## src/rtl/alu_mult_pkg.sv

```systemverilog
// Shared types and constants for the shift-and-add multiplier that drives the external ripple ALU.
// Defining ALU_MULT_SIGNED_EN selects two's-complement operands and product.
package alu_mult_pkg;

    localparam int ALU_MULT_WIDTH = 32;
    localparam int MULT_STEPS     = ALU_MULT_WIDTH;

    localparam logic [2:0] ALU_OP_AND = 3'b000;
    localparam logic [2:0] ALU_OP_OR  = 3'b001;
    localparam logic [2:0] ALU_OP_ADD = 3'b010;
    localparam logic [2:0] ALU_OP_SUB = 3'b110;
    localparam logic [2:0] ALU_OP_SLT = 3'b111;

`ifdef ALU_MULT_SIGNED_EN
    localparam bit MULT_SIGNED = 1'b1;
`else
    localparam bit MULT_SIGNED = 1'b0;
`endif

    typedef enum logic [1:0] {
        MULT_IDLE = 2'd0,
        MULT_RUN  = 2'd1,
        MULT_DONE = 2'd2
    } alu_mult_state_t;

endpackage

```

## src/rtl/alu_mult_step.sv

```systemverilog
// One multiply step: chooses the ALU addend and carry-in, then forms the shifted partial product.
// With ALU_MULT_SIGNED_EN the final step subtracts M and the shifted-in bit is the true sum sign.
module alu_mult_step
    import alu_mult_pkg::*;
#(
    parameter int WIDTH = ALU_MULT_WIDTH
) (
    input  logic             i_run,
    input  logic             i_last,
    input  logic [WIDTH-1:0] i_m,
    input  logic [WIDTH-1:0] i_p_hi,
    input  logic [WIDTH-1:0] i_p_lo,
    input  logic [WIDTH-1:0] i_alu_r,
    input  logic             i_alu_cout,
    output logic [WIDTH-1:0] o_alu_b,
    output logic             o_alu_cin,
    output logic             o_top,
    output logic [WIDTH-1:0] o_p_hi_next,
    output logic [WIDTH-1:0] o_p_lo_next
);

    logic w_add;
    logic w_sub;
    logic w_true_sign;

    assign w_add = i_run & i_p_lo[0];
    // The multiplier's sign bit carries negative weight, so its partial product is subtracted.
    assign w_sub = w_add & i_last & MULT_SIGNED;

    for (genvar gi = 0; gi < WIDTH; gi++) begin : g_addend
        assign o_alu_b[gi] = w_add & (i_m[gi] ^ w_sub);
    end

    assign o_alu_cin   = w_sub;
    assign w_true_sign = i_p_hi[WIDTH-1] ^ o_alu_b[WIDTH-1] ^ i_alu_cout;
    assign o_top       = MULT_SIGNED ? w_true_sign : i_alu_cout;

    assign o_p_hi_next = {o_top, i_alu_r[WIDTH-1:1]};
    assign o_p_lo_next = {i_alu_r[0], i_p_lo[WIDTH-1:1]};

endmodule

```

## src/rtl/alu_mult_seq.sv

```systemverilog
// Sequential 32x32 shift-and-add multiplier; one external ALU addition per cycle, valid/ready on both sides.
// Defining ALU_MULT_SIGNED_EN makes operands and product two's complement.
module alu_mult_seq
    import alu_mult_pkg::*;
#(
    parameter int WIDTH = ALU_MULT_WIDTH
) (
    input  logic               clk,
    input  logic               rst_n,
    input  logic               start_valid,
    output logic               start_ready,
    input  logic [WIDTH-1:0]   multiplicand,
    input  logic [WIDTH-1:0]   multiplier,
    output logic               res_valid,
    input  logic               res_ready,
    output logic [2*WIDTH-1:0] product,
    output logic [WIDTH-1:0]   alu_a,
    output logic [WIDTH-1:0]   alu_b,
    output logic               alu_cin,
    output logic               alu_cless_than,
    output logic [2:0]         alu_op,
    input  logic [WIDTH-1:0]   alu_r,
    input  logic               alu_cout
);

    localparam int CNT_W = $clog2(WIDTH);

    alu_mult_state_t    r_state;
    alu_mult_state_t    w_state_next;
    logic [WIDTH-1:0]   r_m;
    logic [WIDTH-1:0]   r_p_hi;
    logic [WIDTH-1:0]   r_p_lo;
    logic [CNT_W-1:0]   r_cnt;
    logic [2*WIDTH-1:0] r_product;

    logic               w_run;
    logic               w_last;
    logic               w_top;
    logic [WIDTH-1:0]   w_p_hi_next;
    logic [WIDTH-1:0]   w_p_lo_next;

    assign w_run  = (r_state == MULT_RUN);
    assign w_last = (r_cnt == CNT_W'(MULT_STEPS - 1));

    alu_mult_step #(
        .WIDTH (WIDTH)
    ) u_step (
        .i_run       (w_run),
        .i_last      (w_last),
        .i_m         (r_m),
        .i_p_hi      (r_p_hi),
        .i_p_lo      (r_p_lo),
        .i_alu_r     (alu_r),
        .i_alu_cout  (alu_cout),
        .o_alu_b     (alu_b),
        .o_alu_cin   (alu_cin),
        .o_top       (w_top),
        .o_p_hi_next (w_p_hi_next),
        .o_p_lo_next (w_p_lo_next)
    );

    // The ALU is shared later, so it sees zeros whenever no step is in progress.
    assign alu_a          = w_run ? r_p_hi : '0;
    assign alu_op         = ALU_OP_ADD;
    assign alu_cless_than = 1'b0;
    assign start_ready    = (r_state == MULT_IDLE);
    assign res_valid      = (r_state == MULT_DONE);
    assign product        = r_product;

    always_comb begin
        w_state_next = r_state;
        case (r_state)
            MULT_IDLE: if (start_valid) w_state_next = MULT_RUN;
            MULT_RUN:  if (w_last)      w_state_next = MULT_DONE;
            MULT_DONE: if (res_ready)   w_state_next = MULT_IDLE;
            default:                    w_state_next = MULT_IDLE;
        endcase
    end

    always_ff @(posedge clk or negedge rst_n) begin
        if (!rst_n) begin
            r_state   <= MULT_IDLE;
            r_m       <= '0;
            r_p_hi    <= '0;
            r_p_lo    <= '0;
            r_cnt     <= '0;
            r_product <= '0;
        end else begin
            r_state <= w_state_next;
            case (r_state)
                MULT_IDLE: begin
                    if (start_valid) begin
                        r_m    <= multiplicand;
                        r_p_hi <= '0;
                        r_p_lo <= multiplier;
                        r_cnt  <= '0;
                    end
                end
                MULT_RUN: begin
                    r_p_hi <= w_p_hi_next;
                    r_p_lo <= w_p_lo_next;
                    r_cnt  <= r_cnt + CNT_W'(1);
                    if (w_last) begin
                        r_product <= {w_p_hi_next, w_p_lo_next};
                    end
                end
                default: ;
            endcase
        end
    end

endmodule

```

## config.mk

```make
export PLATFORM = sky130hd
export DESIGN_NAME = alu_mult_seq
export DESIGN_NICKNAME = d
export VERILOG_FILES = /design/src/rtl/alu_mult_pkg.sv /design/src/rtl/alu_mult_step.sv /design/src/rtl/alu_mult_seq.sv
export SDC_FILE = /design/constraint.sdc
export NUM_CORES = 1
export LEC_CHECK = 0
export CAP_MARGIN = 10
export CORE_MARGIN = 2
export CORE_UTILIZATION = 40
export CTS_CLUSTER_SIZE = 12
export DETAILED_ROUTE_END_ITERATION = 8
export PLACE_DENSITY = 0.71
export RECOVER_POWER = 50
export SYNTH_ARGS = -nofsm -noshare
export SYNTH_HDL_FRONTEND = slang
export SYNTH_HIERARCHICAL = 1
export SYNTH_SLANG_ARGS = --single-unit
```

## constraint.sdc

```tcl
create_clock -name clk -period 1.9 [get_ports clk]
set_input_delay 0.285 -clock clk [delete_from_list [all_inputs] [get_ports clk]]
set_output_delay 0.285 -clock clk [all_outputs]
set_load 0.03 [all_outputs]
```

==> results of run 1 <==
==> per-layer routing <==
| layer | share of wire [%] | GRT usage (%) |
|---|---|---|
| met5 | 0 | 0 |
| met4 | 1.2 | 4.81 |
| met3 | 6.6 | 5.87 |
| met2 | 48 | 28.7 |
| met1 | 44 | 24.1 |
==> flip-flops by register name, summed over array words and instances, names as in the netlist <==
signal	flops
r_m	32
r_p_lo	32
product	64
r_state	2
r_p_hi	32
r_cnt	5
==> area by class of cell <==
type | count | area, sq um | share of cell area (%)
Inverter | 2 | 20.0 | 0.180
Clock buffer | 18 | 429 | 3.86
Sequential cell | 167 | 4180 | 37.6
Tap cell | 270 | 338 | 3.04
Clock inverter | 14 | 173 | 1.55
Multi-Input combinational cell | 417 | 3170 | 28.5
Timing Repair Buffer | 276 | 2820 | 25.3
==> worst max-delay path: stages, from the launching register on <==
cell,delay [ns]
dfrtp_2,0.43
nand2b_4,0.19
inv_12,0.12
buf_16,0.14
and3_2,0.20
buf_6,0.13
==> power by group <==
group | switching [mW] | internal [mW] | total, mW
registers | 1.00 | 5.08 | 6.09
clock network | 1.49 | 2.08 | 3.57
logic | 4.44 | 4.33 | 8.77
==> layout by cell type, fill, tap and decap left out, types with 3 or more instances in the layout <==
master / count
dfrtp_1: 166
clkdlybuf4s50_1: 162
nand2_1: 70
o21ai_0: 68
mux2_4: 62
buf_6: 56
buf_4: 36
nor2b_1: 32
a21oi_1: 32
a22oi_1: 32
and3_2: 30
mux2_2: 22
and2_1: 19
clkbuf_16: 19
and2_4: 13
mux2_1: 12
clkbuf_2: 6
conb_1: 5
buf_12: 5
inv_6: 4
clkinv_2: 3
bufinv_16: 3
buf_8: 3
==> final timing paths <==
| kind | endpoint | slack (ns) |
|---|---|---|
| min in group asynchronous | product[43]$_DFFE_PN0P_ | 0.62 |
| worst min register to register | r_m[3]$_DFFE_PN0P_ | 0.48 |
| worst max register to register | r_p_hi[28]$_DFFE_PN0P_ | 0.10 |
| worst min-delay path | r_p_hi[4]$_DFFE_PN0P_ | 0.44 |
| worst max-delay path | alu_b[7] | -0.02 |
| max in group asynchronous | r_m[27]$_DFFE_PN0P_ | 0.21 |
==> timing repair <==
action	4_1_cts	5_1_grt
hold buffers	1	0
pin swaps	0	5
setup endpoints to repair	65	99
endpoints found under the hold margin	41	0
setup buffers	5	3
resized for setup	39	46
cloned	0	5
==> impl_metrics.sql, run 1 <==
INSERT INTO impl_metrics (metric_group, metric, value, unit) VALUES
('hold_path', 'class_of_the_tightest_hold_or_removal_check', 'primary input to register', ''),
('clock_tree', 'htreeDepth', '4', ''),
('global_routing', 'vias_in_the_first_global_route', '5696', ''),
('drt', 'routed_wl', '19600', 'microns'),
('sta', 'min_period', '1.92', 'ns'),
('synthesis', 'syn_area', '0.00815', 'sq mm'),
('hold_path', 'launch_point_of_the_worst_hold_path', 'alu_r[5]', ''),
('drt', 'route.detailed.vias_per_inst', '4.88', ''),
('layout', 'nNetsFinal', '984', ''),
('sta', 'finalSetupViolations', '19', ''),
('critical_path', 'worstRegToRegCells', '6', ''),
('run', 'max-cap-violations', '0', ''),
('clock_tree', 'clock_tree_root_driver_cell', 'clkbuf_16', ''),
('synthesis', 'synth-warning-count', '6', ''),
('clock_tree', 'cts_tree', 'built', ''),
('clock_tree', 'cts.sinks', '167', ''),
('pwr', 'power.static_leakage', '5.17', 'nW'),
('critical_path', 'worstSetupEndpointType', 'output port', ''),
('sta', 'timing.max_slew.rel_slack', '21.2', '%'),
('layout', 'antenna_cells_inserted', '0', ''),
('drt', 'drc_errors', '0', ''),
('drt', 'drt_first_iter_violations', '367', ''),
('global_routing', 'grt_first_pass_wirelength', '31200', 'microns'),
('critical_path', 'timing.critical_path.from_type', 'register', ''),
('global_routing', 'grt_start_max_net_pins', '55', ''),
('outcome', 'violations', 'setup timing', ''),
('drt', 'first_pass_iters', '4', ''),
('sta', 'layout_worst_path_cycle_share', '101', '%'),
('critical_path', 'setup.worst_path.start', 'r_state[1]$_DFFE_PN0P_', ''),
('floorplanning', 'initial_cell_density_of_the_core', '40.6', '%'),
('floorplanning', 'fp_rows', '52', ''),
('place', 'post_dp_area', '0.0102', 'sq mm'),
('layout', 'post-route-util', '55.3', '%'),
('critical_path', 'critical_path.max_fanout', '17', ''),
('critical_path', 'critical_path_data_arrival_time', '1.63', 'ns'),
('sta', 'timing.clock.skew', '0.00740', 'ns'),
('clock_tree', 'clk-insertion-delay-late', '0.43', 'ns'),
('synthesis', 'post_synth_inst_count', '701', ''),
('layout', 'area.growth.synth_to_final', '36.5', '%'),
('place', 'i_o_buffers', '230', ''),
('global_routing', 'overflow', '0', ''),
('sta', 'worst-slew-pin-transition', '1.18', 'ns'),
('drt', 'vias', '5680', ''),
('outcome', 'run_status', 'finished, violations left', ''),
('layout', 'final-instance-count-excl-fill', '1164', ''),
('layout', 'stdcell_area', '0.0111', 'sq mm'),
('critical_path', 'timing.rr.start', 'r_state[1]$_DFFE_PN0P_', ''),
('global_routing', 'grtUsageTotal', '18.1', '%'),
('sta', 'rsz0062_at_grt', 'yes', ''),
('clock_tree', 'clk_slew_on_worst_s_h_paths', '0.07', 'ns'),
('critical_path', 'critPathKind', 'register to output port', ''),
('sta', 'whs', '0.445', 'ns'),
('layout', 'final.fill_count', '1699', ''),
('sta', 'finalHoldViolCount', '0', ''),
('pwr', 'ir_worst_vdd', '0.914', 'mV'),
('floorplanning', 'die-area', '0.0215', 'sq mm'),
('drt', 'wire_per_inst', '16.9', 'microns'),
('sta', 'timing_max_transition_violations_final', '0', ''),
('place', 'dp.cells', '1118', ''),
('hold_path', 'timing.hold.worst_path_depth', '3', ''),
('place', 'gp_congestion', '0.773', ''),
('place', 'post_place_setup_slack', '-0.0100', 'ns'),
('sta', 'totalNegativeSetupSlack', '-0.182', 'ns'),
('floorplanning', 'io-pin-count', '236', ''),
('drt', 'detail-route-antenna-nets', '0', ''),
('layout', 'final_layout_size_suffix_gt1_share', '31.1', '%'),
('floorplanning', 'placeableCoreArea', '0.0201', 'sq mm'),
('floorplanning', 'fp.dieW', '147', 'microns'),
('sta', 'postLayoutSetupSlackWorst', '-0.0196', 'ns'),
('clock_tree', 'cts-root-to-sink-buffers', '2', ''),
('pwr', 'powerDensity', '1660', 'mW/mm^2'),
('floorplanning', 'die-height', '147', 'microns'),
('place', 'hpwl', '13000', 'microns'),
('global_routing', 'antenna_found_initial', '0', ''),
('sta', 'maxClockFrequency', '521', 'MHz'),
('synthesis', 'mean_instance_size_in_the_synthesized_netlist', '11.6', 'sq um'),
('critical_path', 'crit_required', '1.62', 'ns'),
('pwr', 'totalPowerFinal', '18.4', 'mW'),
('clock_tree', 'tritoncts.num_buffers', '17', '');
No activity file was read; power rests on OpenSTA's default activity.
==> run 2: changes to the inputs <==
DONT_BUFFER_PORTS = 1   (was unset)
PLACE_DENSITY = 0.55   (was 0.71)
SETUP_SLACK_MARGIN = 0.3   (was unset)
TNS_END_PERCENT = 50   (was unset)
==> run 2 against run 1 <==
Effect of this change:
- the run ends with hold timing left
- sequential power grew 24%
- register-to-register slack gained 0.05 ns
- cell area shrank 7.8%
- routed wire length grew 7.4%
- sequential cell count is the same
- clock skew grew 0.0014 ns
- critical path type unchanged
- largest power group is now registers
- highest routed layer unchanged
==> impl_metrics.sql, run 2 (synthesized netlist as in run 1, its figures left out) <==
INSERT INTO impl_metrics (metric_group, metric, value, unit) VALUES
('outcome', 'run_status', 'finished, violations left', ''),
('outcome', 'violations', 'hold timing', ''),
('place', 'gp_congestion', '0.769', ''),
('drt', 'detail-route-antenna-nets', '0', ''),
('clock_tree', 'htreeDepth', '4', ''),
('pwr', 'power.share.combinational', '37.2', '%'),
('critical_path', 'critical_path_data_arrival_time', '1.59', 'ns'),
('place', 'hpwl', '12000', 'microns'),
('critical_path', 'crit-reg2reg-capture', 'product[27]$_DFFE_PN0P_', ''),
('drt', 'routed_wl', '21100', 'microns'),
('pwr', 'ir_worst_vdd', '0.733', 'mV'),
('sta', 'maxClockFrequency', '532', 'MHz'),
('drt', 'vias', '5273', ''),
('clock_tree', 'clock_tree_root_driver_cell', 'clkbuf_16', ''),
('layout', 'final_common_cell', 'dfrtp_1', ''),
('layout', 'layout.cells.most_common_list', 'dfrtp_1 (165), mux2_4 (96), nand2_1 (70), o21ai_0 (66), dlygate4sd3_1 (58)', ''),
('drt', 'route.detailed.vias_per_inst', '5.15', ''),
('critical_path', 'critPathKind', 'register to output port', ''),
('global_routing', 'vias_in_the_first_global_route', '5563', ''),
('layout', 'final_layout_size_suffix_gt1_share', '35.3', '%'),
('pwr', 'power_frac_clock', '19.3', '%'),
('clock_tree', 'cts.sinks', '167', ''),
('critical_path', 'worstRegToRegCells', '6', ''),
('place', 'i_o_buffers', '0', ''),
('sta', 'timing.clock.skew', '0.00880', 'ns'),
('critical_path', 'crit_required', '1.62', 'ns'),
('drt', 'drt_first_iter_violations', '326', ''),
('drt', 'drc_errors', '0', ''),
('global_routing', 'antenna_found_initial', '0', ''),
('pwr', 'p_sw_share', '39.8', '%'),
('critical_path', 'critical_path.max_fanout', '23', ''),
('floorplanning', 'die-area', '0.0215', 'sq mm'),
('sta', 'finalHoldViolCount', '167', ''),
('global_routing', 'grt_first_pass_wirelength', '32200', 'microns'),
('clock_tree', 'tritoncts.num_buffers', '17', ''),
('drt', 'wire_per_inst', '20.6', 'microns'),
('pwr', 'power.static_leakage', '4.77', 'nW'),
('floorplanning', 'die-height', '147', 'microns'),
('place', 'post_place_setup_slack', '0.0941', 'ns'),
('clock_tree', 'clk_slew_on_worst_s_h_paths', '0.07', 'ns'),
('critical_path', 'crit_path_cell_trace', 'nand2b_4 -> inv_12 -> buf_16 -> and2_1 -> buf_6', ''),
('critical_path', 'cp_slowest_stage_delay', '0.42', 'ns'),
('layout', 'final.fill_count', '1714', ''),
('floorplanning', 'placeableCoreArea', '0.0201', 'sq mm'),
('sta', 'postLayoutSetupSlackWorst', '0.0218', 'ns'),
('sta', 'timing_max_transition_violations_final', '0', ''),
('critical_path', 'crit_path_top_delay_cell', 'dfrtp_2', ''),
('layout', 'nNetsFinal', '844', ''),
('sta', 'totalNegativeSetupSlack', '0', 'ns'),
('global_routing', 'grtUsageTotal', '19.0', '%'),
('critical_path', 'timing.rr.start', 'r_cnt[0]$_DFFE_PN0P_', ''),
('pwr', 'switching_power', '6.91', 'mW'),
('sta', 'min_period', '1.88', 'ns'),
('pwr', 'powerDensity', '1690', 'mW/mm^2'),
('drt', 'first_pass_iters', '5', ''),
('critical_path', 'worstPathBufferInverterCount', '3', ''),
('floorplanning', 'io-pin-count', '236', ''),
('layout', 'area.growth.synth_to_final', '25.9', '%'),
('clock_tree', 'cts-root-to-sink-buffers', '2', ''),
('pwr', 'cell_internal_pwr', '10.5', 'mW'),
('layout', 'antenna_cells_inserted', '0', ''),
('global_routing', 'grt_start_max_net_pins', '168', ''),
('sta', 'layout_worst_path_cycle_share', '98.9', '%'),
('run', 'max-cap-violations', '0', ''),
('critical_path', 'r2r_slack', '0.15', 'ns'),
('floorplanning', 'initial_cell_density_of_the_core', '40.6', '%'),
('global_routing', 'overflow', '0', ''),
('critical_path', 'path_delay_family', 'flip-flops', ''),
('floorplanning', 'fp.dieW', '147', 'microns'),
('clock_tree', 'cts_tree', 'built', ''),
('clock_tree', 'clk-insertion-delay-late', '0.41', 'ns'),
('sta', 'whs', '-0.436', 'ns'),
('hold_path', 'class_of_the_tightest_hold_or_removal_check', 'primary input to async pin', ''),
('critical_path', 'worstSetupEndpointType', 'output port', ''),
('pwr', 'sequentialPowerShare', '43.5', '%'),
('sta', 'rsz0062_at_grt', 'yes', ''),
('floorplanning', 'fp_rows', '52', ''),
('sta', 'finalSetupViolations', '0', ''),
('layout', 'largest_register_ff_count', '64', ''),
('critical_path', 'timing.critical_path.from_type', 'register', '');
## run 2: changes by cell type in the layout (fill, tap and decap cells not counted), sizes merged
cell,delta
bufinv,-2
clkinvlp,+1
bufbuf,+2
clkbuf,-5
clkdlybuf4s50,-162
dlygate4sd3,+56
dlygate4sd2,-1
buf,-30
## run 2: repair_timing
item | CTS | global route
setup endpoints to repair | 131 | 198
pin swaps | 10 | 12
hold buffers | 41 | 17
endpoints found under the hold margin | 228 | 184
gates resized for setup | 89 | 31
buffers inserted | 12 | 6
cloned | 5 | 6
## run 2: power groups by stage
stage               Sequential (mW)  Combinational (mW)  Clock, mW
floorplan                      7.08                4.88          0
global placement               7.48                5.11          0
detailed placement             7.54                5.27          0
CTS                            7.52                6.19       3.43
global route                   7.75                6.90       3.62
finish                         7.55                6.46       3.36
## run 2: final cells by class
type / count / area, sq um / share of cell area, %
timing repair buffer: 135 / 1640 / 16.0
inverter: 2 / 25.0 / 0.244
tap: 270 / 338 / 3.29
clock buffer: 19 / 453 / 4.41
multi-input combinational: 417 / 3490 / 34.1
timing repair inverter: 1 / 11.3 / 0.110
clock inverter: 12 / 119 / 1.16
sequential: 167 / 4180 / 40.7
## run 2: per-layer routing
layer	routed length, microns	track usage [%]	share of wire (%)	up-vias
li1	-	-	-	2402
met4	218	4.17	1.0	0
met5	0	0	0	-
met1	8830	24.0	42	2675
met2	10600	32.1	50	180
met3	1470	6.06	7.0	16
## run 2: how the worst max path moves through the flow
stage | start | to | slack (ns) | cells past startpoint
floorplan | r_cnt[1]$_DFFE_PN0P_ | product[14]$_DFFE_PN0P_ | 0.22 | 7
global placement | r_cnt[1]$_DFFE_PN0P_ | product[12]$_DFFE_PN0P_ | 0.13 | 6
detailed placement | r_cnt[0]$_DFFE_PN0P_ | product[9]$_DFFE_PN0P_ | 0.09 | 6
CTS | r_state[1]$_DFFE_PN0P_ | alu_a[9] | -0.009 | 5
global route | r_state[1]$_DFFE_PN0P_ | alu_a[22] | -0.04 | 5
finish | r_state[1]$_DFFE_PN0P_ | alu_a[12] | 0.02 | 5
## run 2: stage by stage
| step | cells | total power [mW] | util [%] | area (sq um) |
|---|---|---|---|---|
| finish | 1023 | 17.4 | 51.0 | 10300 |
| global placement | 905 | 12.6 | 41.1 | 8250 |
| detailed placement | 905 | 12.8 | 41.1 | 8250 |
| CTS | 994 | 17.1 | 48.6 | 9780 |
| floorplan | 703 | 12.0 | - | 8350 |
| global route | 1023 | 18.3 | 51.0 | 10300 |
==> run 3: changes to the inputs <==
CELL_PAD_IN_SITES_DETAIL_PLACEMENT = 2   (was unset)
CELL_PAD_IN_SITES_GLOBAL_PLACEMENT = 2   (was unset)
CORE_UTILIZATION = 36   (was 40)
PLACE_DENSITY = 0.74   (was 0.55)
==> run 3 against run 2 <==
Effect of this change:
- the run ends with hold timing, setup timing left
- via count is 4.6% higher
- power increased by 2.9%
- worst hold slack worse by 0.0053 ns
- clock skew increased by 0.0016 ns
- global-route usage grew 2.8 points
- cell area grew 1.4%
- maximum frequency is 1.4% lower
- sequential cell count unchanged
- die area increased by 11%
==> impl_metrics.sql, run 3 (synthesized netlist as in run 1, its figures left out) <==
INSERT INTO impl_metrics (metric_group, metric, value, unit) VALUES
('layout', 'final_layout_size_suffix_gt1_share', '39.8', '%'),
('drt', 'wire_per_inst', '25.8', 'microns'),
('global_routing', 'antenna_found_initial', '3', ''),
('sta', 'totalNegativeSetupSlack', '-0.0109', 'ns'),
('floorplanning', 'placeableCoreArea', '0.0224', 'sq mm'),
('critical_path', 'critical_path.max_fanout', '9', ''),
('layout', 'largest_register_ff_count', '64', ''),
('floorplanning', 'initial_cell_density_of_the_core', '36.3', '%'),
('place', 'post_place_setup_slack', '0.0377', 'ns'),
('critical_path', 'timing.critical_path.from_type', 'register', ''),
('global_routing', 'grt_start_max_net_pins', '168', ''),
('layout', 'layout.area.seq', '0.00418', 'sq mm'),
('drt', 'routed_wl', '26800', 'microns'),
('sta', 'timing.clock.skew', '0.0104', 'ns'),
('place', 'hpwl', '14400', 'microns'),
('drt', 'route.detailed.vias_per_inst', '5.30', ''),
('layout', 'multiInputGateArea', '0.00363', 'sq mm'),
('critical_path', 'worstPathBufferInverterCount', '3', ''),
('layout', 'final.fill_count', '2137', ''),
('clock_tree', 'clock_tree_root_driver_cell', 'clkbuf_16', ''),
('global_routing', 'grt_first_pass_wirelength', '39900', 'microns'),
('place', 'post_dp_area', '0.00827', 'sq mm'),
('global_routing', 'grtUsageTotal', '21.8', '%'),
('global_routing', 'vias_in_the_first_global_route', '6413', ''),
('sta', 'finalHoldViolCount', '167', ''),
('critical_path', 'r2r_slack', '0.06', 'ns'),
('pwr', 'ir_worst_vdd', '0.843', 'mV'),
('critical_path', 'crit_path_top_delay_cell', 'dfrtp_2', ''),
('floorplanning', 'io-pin-count', '236', ''),
('pwr', 'power.static_leakage', '4.81', 'nW'),
('clock_tree', 'clk_slew_on_worst_s_h_paths', '0.07', 'ns'),
('pwr', 'sequentialPowerShare', '43.1', '%'),
('floorplanning', 'die-area', '0.0239', 'sq mm'),
('place', 'gp_congestion', '0.734', ''),
('pwr', 'powerDensity', '1720', 'mW/mm^2'),
('sta', 'maxClockFrequency', '525', 'MHz'),
('critical_path', 'crit_path_cell_trace', 'nand2b_4 -> clkinv_8 -> buf_12 -> buf_16 -> and3_4', ''),
('clock_tree', 'cts_tree', 'built', ''),
('pwr', 'switching_power', '7.47', 'mW'),
('layout', 'final_common_cell', 'dfrtp_1', ''),
('pwr', 'p_sw_share', '41.8', '%'),
('sta', 'timing_max_transition_violations_final', '0', ''),
('drt', 'detail-route-antenna-nets', '0', ''),
('global_routing', 'overflow', '0', ''),
('run', 'max-cap-violations', '0', ''),
('layout', 'stdcell_area', '0.0104', 'sq mm'),
('clock_tree', 'clk-insertion-delay-late', '0.42', 'ns'),
('floorplanning', 'fp.dieW', '154', 'microns'),
('outcome', 'violations', 'hold timing, setup timing', ''),
('pwr', 'power_frac_clock', '18.8', '%'),
('critical_path', 'cp_slowest_stage_delay', '0.43', 'ns'),
('clock_tree', 'cts.sinks', '167', ''),
('drt', 'drc_errors', '0', ''),
('sta', 'layout_worst_path_cycle_share', '100', '%'),
('layout', 'nNetsFinal', '842', ''),
('clock_tree', 'htreeDepth', '4', ''),
('sta', 'whs', '-0.441', 'ns'),
('layout', 'layout.cells.most_common_list', 'dfrtp_1 (165), mux2_4 (96), nand2_1 (70), dlygate4sd3_1 (65), o21ai_0 (38)', ''),
('clock_tree', 'tritoncts.num_buffers', '17', ''),
('pwr', 'power.share.combinational', '38.1', '%'),
('layout', 'area.growth.synth_to_final', '27.7', '%'),
('drt', 'vias', '5516', ''),
('floorplanning', 'fp_rows', '55', ''),
('hold_path', 'class_of_the_tightest_hold_or_removal_check', 'primary input to async pin', ''),
('place', 'i_o_buffers', '0', ''),
('drt', 'drt_first_iter_violations', '183', ''),
('clock_tree', 'cts-root-to-sink-buffers', '2', ''),
('floorplanning', 'die-height', '154', 'microns'),
('outcome', 'run_status', 'finished, violations left', ''),
('sta', 'min_period', '1.91', 'ns'),
('sta', 'finalSetupViolations', '4', ''),
('sta', 'postLayoutSetupSlackWorst', '-0.00549', 'ns'),
('sta', 'rsz0062_at_grt', 'yes', ''),
('critical_path', 'critPathKind', 'register to output port', ''),
('pwr', 'cell_internal_pwr', '10.4', 'mW'),
('critical_path', 'critical_path_data_arrival_time', '1.62', 'ns'),
('drt', 'first_pass_iters', '4', ''),
('critical_path', 'path_delay_family', 'flip-flops', ''),
('critical_path', 'crit_required', '1.62', 'ns'),
('critical_path', 'worstSetupEndpointType', 'output port', '');
run 3: cell types whose count changed in the layout (fill, tap and decap cells not counted), moves of 5 or more:
cell	previous run	this run
o21ai_0	66	38
o21ai_2	0	20
and2_1	19	1
and2_4	13	31
buf_4	19	12
dlygate4sd3_1	58	65
o21ai_1	2	7
run 3: worst reg2reg max path: stages, from the launching register on:
cell	delay, ns
dfrtp_1	0.42
ha_2	0.22
and3_4	0.19
ha_4	0.18
nand2_8	0.16
buf_16	0.23
mux2_4	0.34
run 3: final timing paths:
path,from,to,cells past startpoint
setup / recovery,r_state[1]$_DFFE_PN0P_,alu_b[29],5
hold / removal,rst_n,product[38]$_DFFE_PN0P_,0
setup reg to reg,r_cnt[1]$_DFFE_PN0P_,product[40]$_DFFE_PN0P_,6
hold reg to reg,r_m[8]$_DFFE_PN0P_,r_m[8]$_DFFE_PN0P_,1
max in group asynchronous,rst_n,r_p_lo[30]$_DFFE_PN0P_,0
min in group clk,alu_r[4],r_p_hi[3]$_DFFE_PN0P_,2
run 3: layout make-up:
type	count	share of cell area, %
diodes	3	0.0721
clock buffers	21	4.42
clock inverters	11	0.865
inverters	2	0.240
multi-input cells	416	34.9
flip-flops and latches	167	40.2
well taps	285	3.43
repair buffers	135	15.9
run 3: stage by stage:
step | cells | hold slack, ns | total power [mW] | util (%)
4_1_cts | 1030 | -0.465 | 17.5 | 45.2
6_report | 1040 | -0.441 | 17.9 | 46.4
3_5_place_dp | 918 | -0.00534 | 13.0 | 36.9
3_3_place_gp | 918 | -0.00181 | 12.6 | 36.9
2_1_floorplan | 703 | -0.0106 | 12.0 | -
5_1_grt | 1040 | -0.469 | 18.7 | 46.4
run 3: power groups by stage:
stage / clock network [mW] / logic, mW / registers, mW
finish: 3.36 / 6.81 / 7.70
global route: 3.59 / 7.25 / 7.89
CTS: 3.43 / 6.45 / 7.62
detailed placement: 0 / 5.42 / 7.62
global placement: 0 / 5.14 / 7.49
floorplan: 0 / 4.88 / 7.08
run 3: repair_timing:
action,4_1_cts,5_1_grt
pin swaps,26,30
hold endpoints to repair,260,168
setup buffers,11,1
endpoints found under the setup margin,131,193
hold buffers,64,1
cloned,5,5
resized for setup,146,43
run 3: layer usage:
metal / up-vias / routed length [microns] / global-route usage (%)
met2: 164 / 14400 / 39.8
met1: 2899 / 10500 / 24.7
met4: 0 / 670 / 7.80
li1: 2413 / - / -
met3: 40 / 1270 / 5.63
met5: - / 0 / 0
